**src/rtl/riscv_multicycle_ctrl.sv**
```systemverilog
// Main sequencing FSM for the multicycle RV32I core: drives the shared ALU and
// shared memory datapath, stalling memory states on the MemReady handshake.
module riscv_multicycle_ctrl (
  input  logic       clk,
  input  logic       rst,
  input  logic [6:0] opcode,
  input  logic [2:0] funct3,
  input  logic       funct7,
  input  logic [3:0] nzcv,
  input  logic       MemReady,
  output logic       PCWrite,
  output logic       AdrSrc,
  output logic       IRWrite,
  output logic       MemWrite,
  output logic       RegWrite,
  output logic [1:0] ResultSrc,
  output logic [1:0] ALUSrcA,
  output logic [1:0] ALUSrcB,
  output logic [1:0] ImmSrc,
  output logic [4:0] ALUControl,
  output logic [3:0] State
);

  typedef enum logic [3:0] {
    S_FETCH    = 4'd0,
    S_DECODE   = 4'd1,
    S_MEMADR   = 4'd2,
    S_MEMREAD  = 4'd3,
    S_MEMWB    = 4'd4,
    S_MEMWRITE = 4'd5,
    S_EXECUTER = 4'd6,
    S_EXECUTEI = 4'd7,
    S_ALUWB    = 4'd8,
    S_BRANCH   = 4'd9,
    S_JAL      = 4'd10
  } state_t;

  localparam logic [6:0] OP_LW   = 7'b0000011;
  localparam logic [6:0] OP_SW   = 7'b0100011;
  localparam logic [6:0] OP_R    = 7'b0110011;
  localparam logic [6:0] OP_I    = 7'b0010011;
  localparam logic [6:0] OP_BR   = 7'b1100011;
  localparam logic [6:0] OP_JAL  = 7'b1101111;

  localparam logic [4:0] ALU_ADD = 5'b00000;
  localparam logic [4:0] ALU_SUB = 5'b00001;
  localparam logic [4:0] ALU_AND = 5'b00010;
  localparam logic [4:0] ALU_OR  = 5'b00011;
  localparam logic [4:0] ALU_XOR = 5'b00100;
  localparam logic [4:0] ALU_SLT = 5'b00101;
  localparam logic [4:0] ALU_SLL = 5'b00110;
  localparam logic [4:0] ALU_SRL = 5'b00111;

  state_t r_state;
  state_t w_next;
  logic   w_pcwrite;
  logic   w_irwrite;
  logic   w_memwrite;
  logic   w_regwrite;
  // Carry flag has no consumer in the supported branch set.
  logic   w_unused_c;

  function automatic logic [4:0] alu_dec(input logic [2:0] f3, input logic f7,
                                         input logic is_r);
    case (f3)
      3'b000:  alu_dec = (is_r && f7) ? ALU_SUB : ALU_ADD;
      3'b111:  alu_dec = ALU_AND;
      3'b110:  alu_dec = ALU_OR;
      3'b100:  alu_dec = ALU_XOR;
      3'b010:  alu_dec = ALU_SLT;
      3'b001:  alu_dec = ALU_SLL;
      3'b101:  alu_dec = ALU_SRL;
      default: alu_dec = ALU_ADD;
    endcase
  endfunction

  function automatic logic br_taken(input logic [2:0] f3, input logic [3:0] f);
    case (f3)
      3'b000:  br_taken = f[2];
      3'b001:  br_taken = ~f[2];
      3'b100:  br_taken = f[3] ^ f[0];
      3'b101:  br_taken = ~(f[3] ^ f[0]);
      default: br_taken = 1'b0;
    endcase
  endfunction

  assign w_unused_c = nzcv[1];

  always_ff @(posedge clk or posedge rst) begin
    if (rst) r_state <= S_FETCH;
    else     r_state <= w_next;
  end

  always_comb begin
    w_next     = S_FETCH;
    w_pcwrite  = 1'b0;
    w_irwrite  = 1'b0;
    w_memwrite = 1'b0;
    w_regwrite = 1'b0;
    AdrSrc     = 1'b0;
    ResultSrc  = 2'b00;
    ALUSrcA    = 2'b00;
    ALUSrcB    = 2'b00;
    ALUControl = ALU_ADD;
    case (r_state)
      S_FETCH: begin
        ALUSrcB   = 2'b10;
        ResultSrc = 2'b10;
        w_irwrite = MemReady;
        w_pcwrite = MemReady;
        w_next    = MemReady ? S_DECODE : S_FETCH;
      end
      S_DECODE: begin
        ALUSrcA = 2'b01;
        ALUSrcB = 2'b01;
        case (opcode)
          OP_LW, OP_SW: w_next = S_MEMADR;
          OP_R:         w_next = S_EXECUTER;
          OP_I:         w_next = S_EXECUTEI;
          OP_BR:        w_next = S_BRANCH;
          OP_JAL:       w_next = S_JAL;
          default:      w_next = S_FETCH;
        endcase
      end
      S_MEMADR: begin
        ALUSrcA = 2'b10;
        ALUSrcB = 2'b01;
        if (opcode == OP_LW)      w_next = S_MEMREAD;
        else if (opcode == OP_SW) w_next = S_MEMWRITE;
      end
      S_MEMREAD: begin
        AdrSrc = 1'b1;
        w_next = MemReady ? S_MEMWB : S_MEMREAD;
      end
      S_MEMWRITE: begin
        AdrSrc     = 1'b1;
        w_memwrite = 1'b1;
        w_next     = MemReady ? S_FETCH : S_MEMWRITE;
      end
      S_MEMWB: begin
        ResultSrc  = 2'b01;
        w_regwrite = 1'b1;
      end
      S_EXECUTER: begin
        ALUSrcA    = 2'b10;
        ALUControl = alu_dec(funct3, funct7, 1'b1);
        w_next     = S_ALUWB;
      end
      S_EXECUTEI: begin
        ALUSrcA    = 2'b10;
        ALUSrcB    = 2'b01;
        ALUControl = alu_dec(funct3, funct7, 1'b0);
        w_next     = S_ALUWB;
      end
      S_ALUWB: w_regwrite = 1'b1;
      S_BRANCH: begin
        ALUSrcA    = 2'b10;
        ALUControl = ALU_SUB;
        w_pcwrite  = br_taken(funct3, nzcv);
      end
      // PC takes the target from ALUOut while OldPC+4 is formed for the link.
      S_JAL: begin
        ALUSrcA   = 2'b01;
        ALUSrcB   = 2'b10;
        w_pcwrite = 1'b1;
        w_next    = S_ALUWB;
      end
      default: w_next = S_FETCH;
    endcase
  end

  always_comb begin
    case (opcode)
      OP_SW:   ImmSrc = 2'b01;
      OP_BR:   ImmSrc = 2'b10;
      OP_JAL:  ImmSrc = 2'b11;
      default: ImmSrc = 2'b00;
    endcase
  end

  // Strobes are masked by rst so an abort never leaks a partial write.
  assign PCWrite  = w_pcwrite  & ~rst;
  assign IRWrite  = w_irwrite  & ~rst;
  assign MemWrite = w_memwrite & ~rst;
  assign RegWrite = w_regwrite & ~rst;
  assign State    = r_state;

endmodule

```
**config.mk**
```make
export PLATFORM = sky130hd
export DESIGN_NAME = riscv_multicycle_ctrl
export DESIGN_NICKNAME = d
export VERILOG_FILES = /design/src/rtl/riscv_multicycle_ctrl.sv
export SDC_FILE = /design/constraint.sdc
export NUM_CORES = 1
export LEC_CHECK = 0
export ABC_CLOCK_PERIOD_IN_PS = 2800
export CAP_MARGIN = 10
export CORE_UTILIZATION = 35
export DETAILED_ROUTE_END_ITERATION = 7
export GPL_ROUTABILITY_DRIVEN = 0
export PLACE_DENSITY_LB_ADDON = 0.25
export SLEW_MARGIN = 25
export SYNTH_ARGS = -nofsm -noshare
export SYNTH_HDL_FRONTEND = slang
export SYNTH_SLANG_ARGS = --single-unit
export TNS_END_PERCENT = 5
```
**constraint.sdc**
```tcl
create_clock -name clk -period 2.8 [get_ports clk]
set_input_delay 0.28 -clock clk [delete_from_list [all_inputs] [get_ports clk]]
set_output_delay 0.28 -clock clk [all_outputs]
set_load 0.02 [all_outputs]
```
==> flow_metrics.env, run 1 <==
export IMPL_status="finished clean"
export IMPL_avgSynthCellArea_um2=7.22
export IMPL_slew_headroom=0.615
export IMPL_reg2regPathDepth=4
export IMPL_num_nets_final=143
export IMPL_cts_buffers_inserted=3
export IMPL_drive_gt1_frac=0.0407
export IMPL_start_kind="register"
export IMPL_row_count=15
export IMPL_dp_hpwl_mm=1.33
export IMPL_mappedNetlistArea_um2=649
export IMPL_worstMarginPinSlew_ns=0.578
export IMPL_irDropWorstVdd_v=0.000279
export IMPL_grt_pass1_wl_mm=2.84
export IMPL_drt_pass1_iter_count=4
export IMPL_r2r_end="State[0]"
export IMPL_required_ns=2.52
export IMPL_maxUsedRoutingLayer="met3"
export IMPL_ctsHoldBuffers=0
export IMPL_drv_slew=0
export IMPL_crit_path_end_kind="output pin"
export IMPL_yosys_area_top_type="dfrtp_1"
export IMPL_yosysSeqAreaShare=0.154
export IMPL_cts_root_buf="clkbuf_4"
export IMPL_place_area_um2=991
export IMPL_period_share=0.896
export IMPL_grt_overflow=0
export IMPL_insertion_delay_ns=0.23
export IMPL_synthArstFlopShare=1.00
export IMPL_p_per_area_nw_per_um2=247
export IMPL_ys_warnings_count=0
export IMPL_synth_edf_count=0
export IMPL_r2r_setup_slack_ns=1.20
export IMPL_met2_length_um=889
export IMPL_ctsResizeCount=0
export IMPL_leakage_nw=0.387
export IMPL_finalSetupTns_ns=0
export IMPL_fmax_ghz=0.399
export IMPL_path_clk_slew_ns=0.04
export IMPL_fin_util=0.587
export IMPL_first_global_vias=672
export IMPL_ant_nets=0
export IMPL_path_class="reg -> out"
export IMPL_worstReg2RegStart="State[0]"
export IMPL_area_delta_synth_final_pct=56.1
export IMPL_yosys_register_bits=4
export IMPL_dieWidth_um=45.1
export IMPL_final_cell_mix="clkdlybuf4s50_1, nor2_1, nor3_1, a21oi_1"
export IMPL_avgRoutedWirePerCell_um=11.7
export IMPL_die_area_um2=2030
export IMPL_setup_viol_count_final=0
export IMPL_largest_reg_flops=4
export IMPL_final_common_cell="clkdlybuf4s50_1"
export IMPL_rsz0062_at_grt="no"
export IMPL_clock_skew_final_ns=0.00211
export IMPL_synth_distinct_cells=40
export IMPL_die_h_um=45.1
export IMPL_wl_met3_um=84
export IMPL_vias=789
export IMPL_h_tree_depth=1
export IMPL_drt_wl_total_mm=1.73
export IMPL_core_area_um2=1730
export IMPL_synthFlopType="dfrtp_1"
export IMPL_synth_cells=90
export IMPL_diodes=0
export IMPL_finalCriticalPeriod_ns=2.51
export IMPL_io_pins=40
export IMPL_routed_via_density=5.33
export IMPL_hold_path_class="in -> async"
export IMPL_initial_utilization=0.376
export IMPL_drc=0
export IMPL_critical_path_slowest_cell="dfrtp_1"
export IMPL_antenna_found_initial=0
export IMPL_post_cts_buffers=0
export IMPL_m1WireLength_um=759
export IMPL_cts_tree="done"
export IMPL_synth_top_area_share=0.154
export IMPL_clockBufferDepth=2
export IMPL_worstPathMaxFanout=14
export IMPL_yosys_top_cells_area="dfrtp_1, nor2_1, nand3b_1"
export IMPL_path_cells="nand2_1 -> a2111oi_0 -> a21o_1 -> clkdlybuf4s50_1"
export IMPL_drt_iter0_drc=7
export IMPL_fin_area_um2=1010
export IMPL_hold_viol_final=0
export IMPL_cts_sink_count=4
export IMPL_numPortBuffers=36
export IMPL_drv_cap=0
export IMPL_max_stage_delay_ns=0.65
export IMPL_worstPathArrival_ns=2.23
export IMPL_grt_max_degree=21
export IMPL_grt_use_total=0.185
-- how the worst max path moves through the flow --
stage / startpoint / endpoint / slack (ns) / depth (start not counted)
5_1_grt: State[2] / RegWrite / 0.05 / 3
3_3_place_gp: MemReady / PCWrite / 0.46 / 5
4_1_cts: State[2] / RegWrite / 0.26 / 3
6_report: State[1] / PCWrite / 0.29 / 4
2_1_floorplan: State[3] / RegWrite / 0.62 / 3
3_5_place_dp: MemReady / PCWrite / 0.45 / 5
-- area by class of cell --
type                    instances  area [µm²]
flip-flops and latches          4         100
clock buffers                   3        22.5
well taps                      25        31.3
multi-input cells              78         492
repair buffers                 36         360
inverters                       2        7.51
fillers                       174         713
-- stage by stage --
step | std cells | worst slack [ns] | hold WS [ns] | power (mW)
after global routing | 148 | 0.0522 | 0.412 | 0.268
after floorplan | 91 | 0.616 | 0.0461 | 0.128
final | 148 | 0.292 | 0.384 | 0.250
after global placement | 145 | 0.460 | 0.632 | 0.178
after detailed placement | 145 | 0.445 | 0.631 | 0.179
after CTS | 148 | 0.260 | 0.386 | 0.254
-- where the power goes --
group | total [mW] | leakage (nW) | internal, mW | switching, mW
Combinational | 0.109 | 0.319 | 0.0588 | 0.0505
Clock | 0.0719 | 0.0138 | 0.0480 | 0.0239
Sequential | 0.0691 | 0.0543 | 0.0598 | 0.00935
-- critical path: cells and delay by family, from the launching register on --
family                 cells  cell delay [ns]
AND/OR/NAND/NOR            1             0.17
buffers and inverters      1             0.59
AO/OA/AOI/OAI              2             0.58
flip-flops                 1             0.65
-- per-layer routing --
layer,GRT usage,vias up
li1,-,398
met1,0.206,367
met2,0.357,24
met3,0.0240,0
met4,0.0545,0
met5,0,-
-- cell families after synthesis --
family / Yosys count / synth area share
other cells: 1 / 0.00577
simple gates: 49 / 0.443
mux: 1 / 0.0154
xor+xnor: 5 / 0.0674
compound gates: 21 / 0.220
flops: 4 / 0.154
buf+inv: 9 / 0.0944
-- cell usage after synthesis, types with 3 or more instances --
cell type	instances
nor2_1	13
a21oi_1	5
nor3_1	5
dfrtp_1	4
nand2_1	4
nand2b_1	4
nand3b_1	4
nor2b_1	4
buf_4	3
or3_1	3
xnor2_1	3
Power figures use the tool's default switching activity.
==> inputs of run 2 (changes only) <==
--- a/config.mk
+++ b/config.mk
@@ -8,6 +8,7 @@
 export ABC_CLOCK_PERIOD_IN_PS = 2800
 export CAP_MARGIN = 10
 export CORE_UTILIZATION = 35
+export CTS_CLUSTER_SIZE = 16
 export DETAILED_ROUTE_END_ITERATION = 7
 export GPL_ROUTABILITY_DRIVEN = 0
 export PLACE_DENSITY_LB_ADDON = 0.25
==> results of run 2 <==
No change in the layout: final DEF, timing and power equal those of run 1.
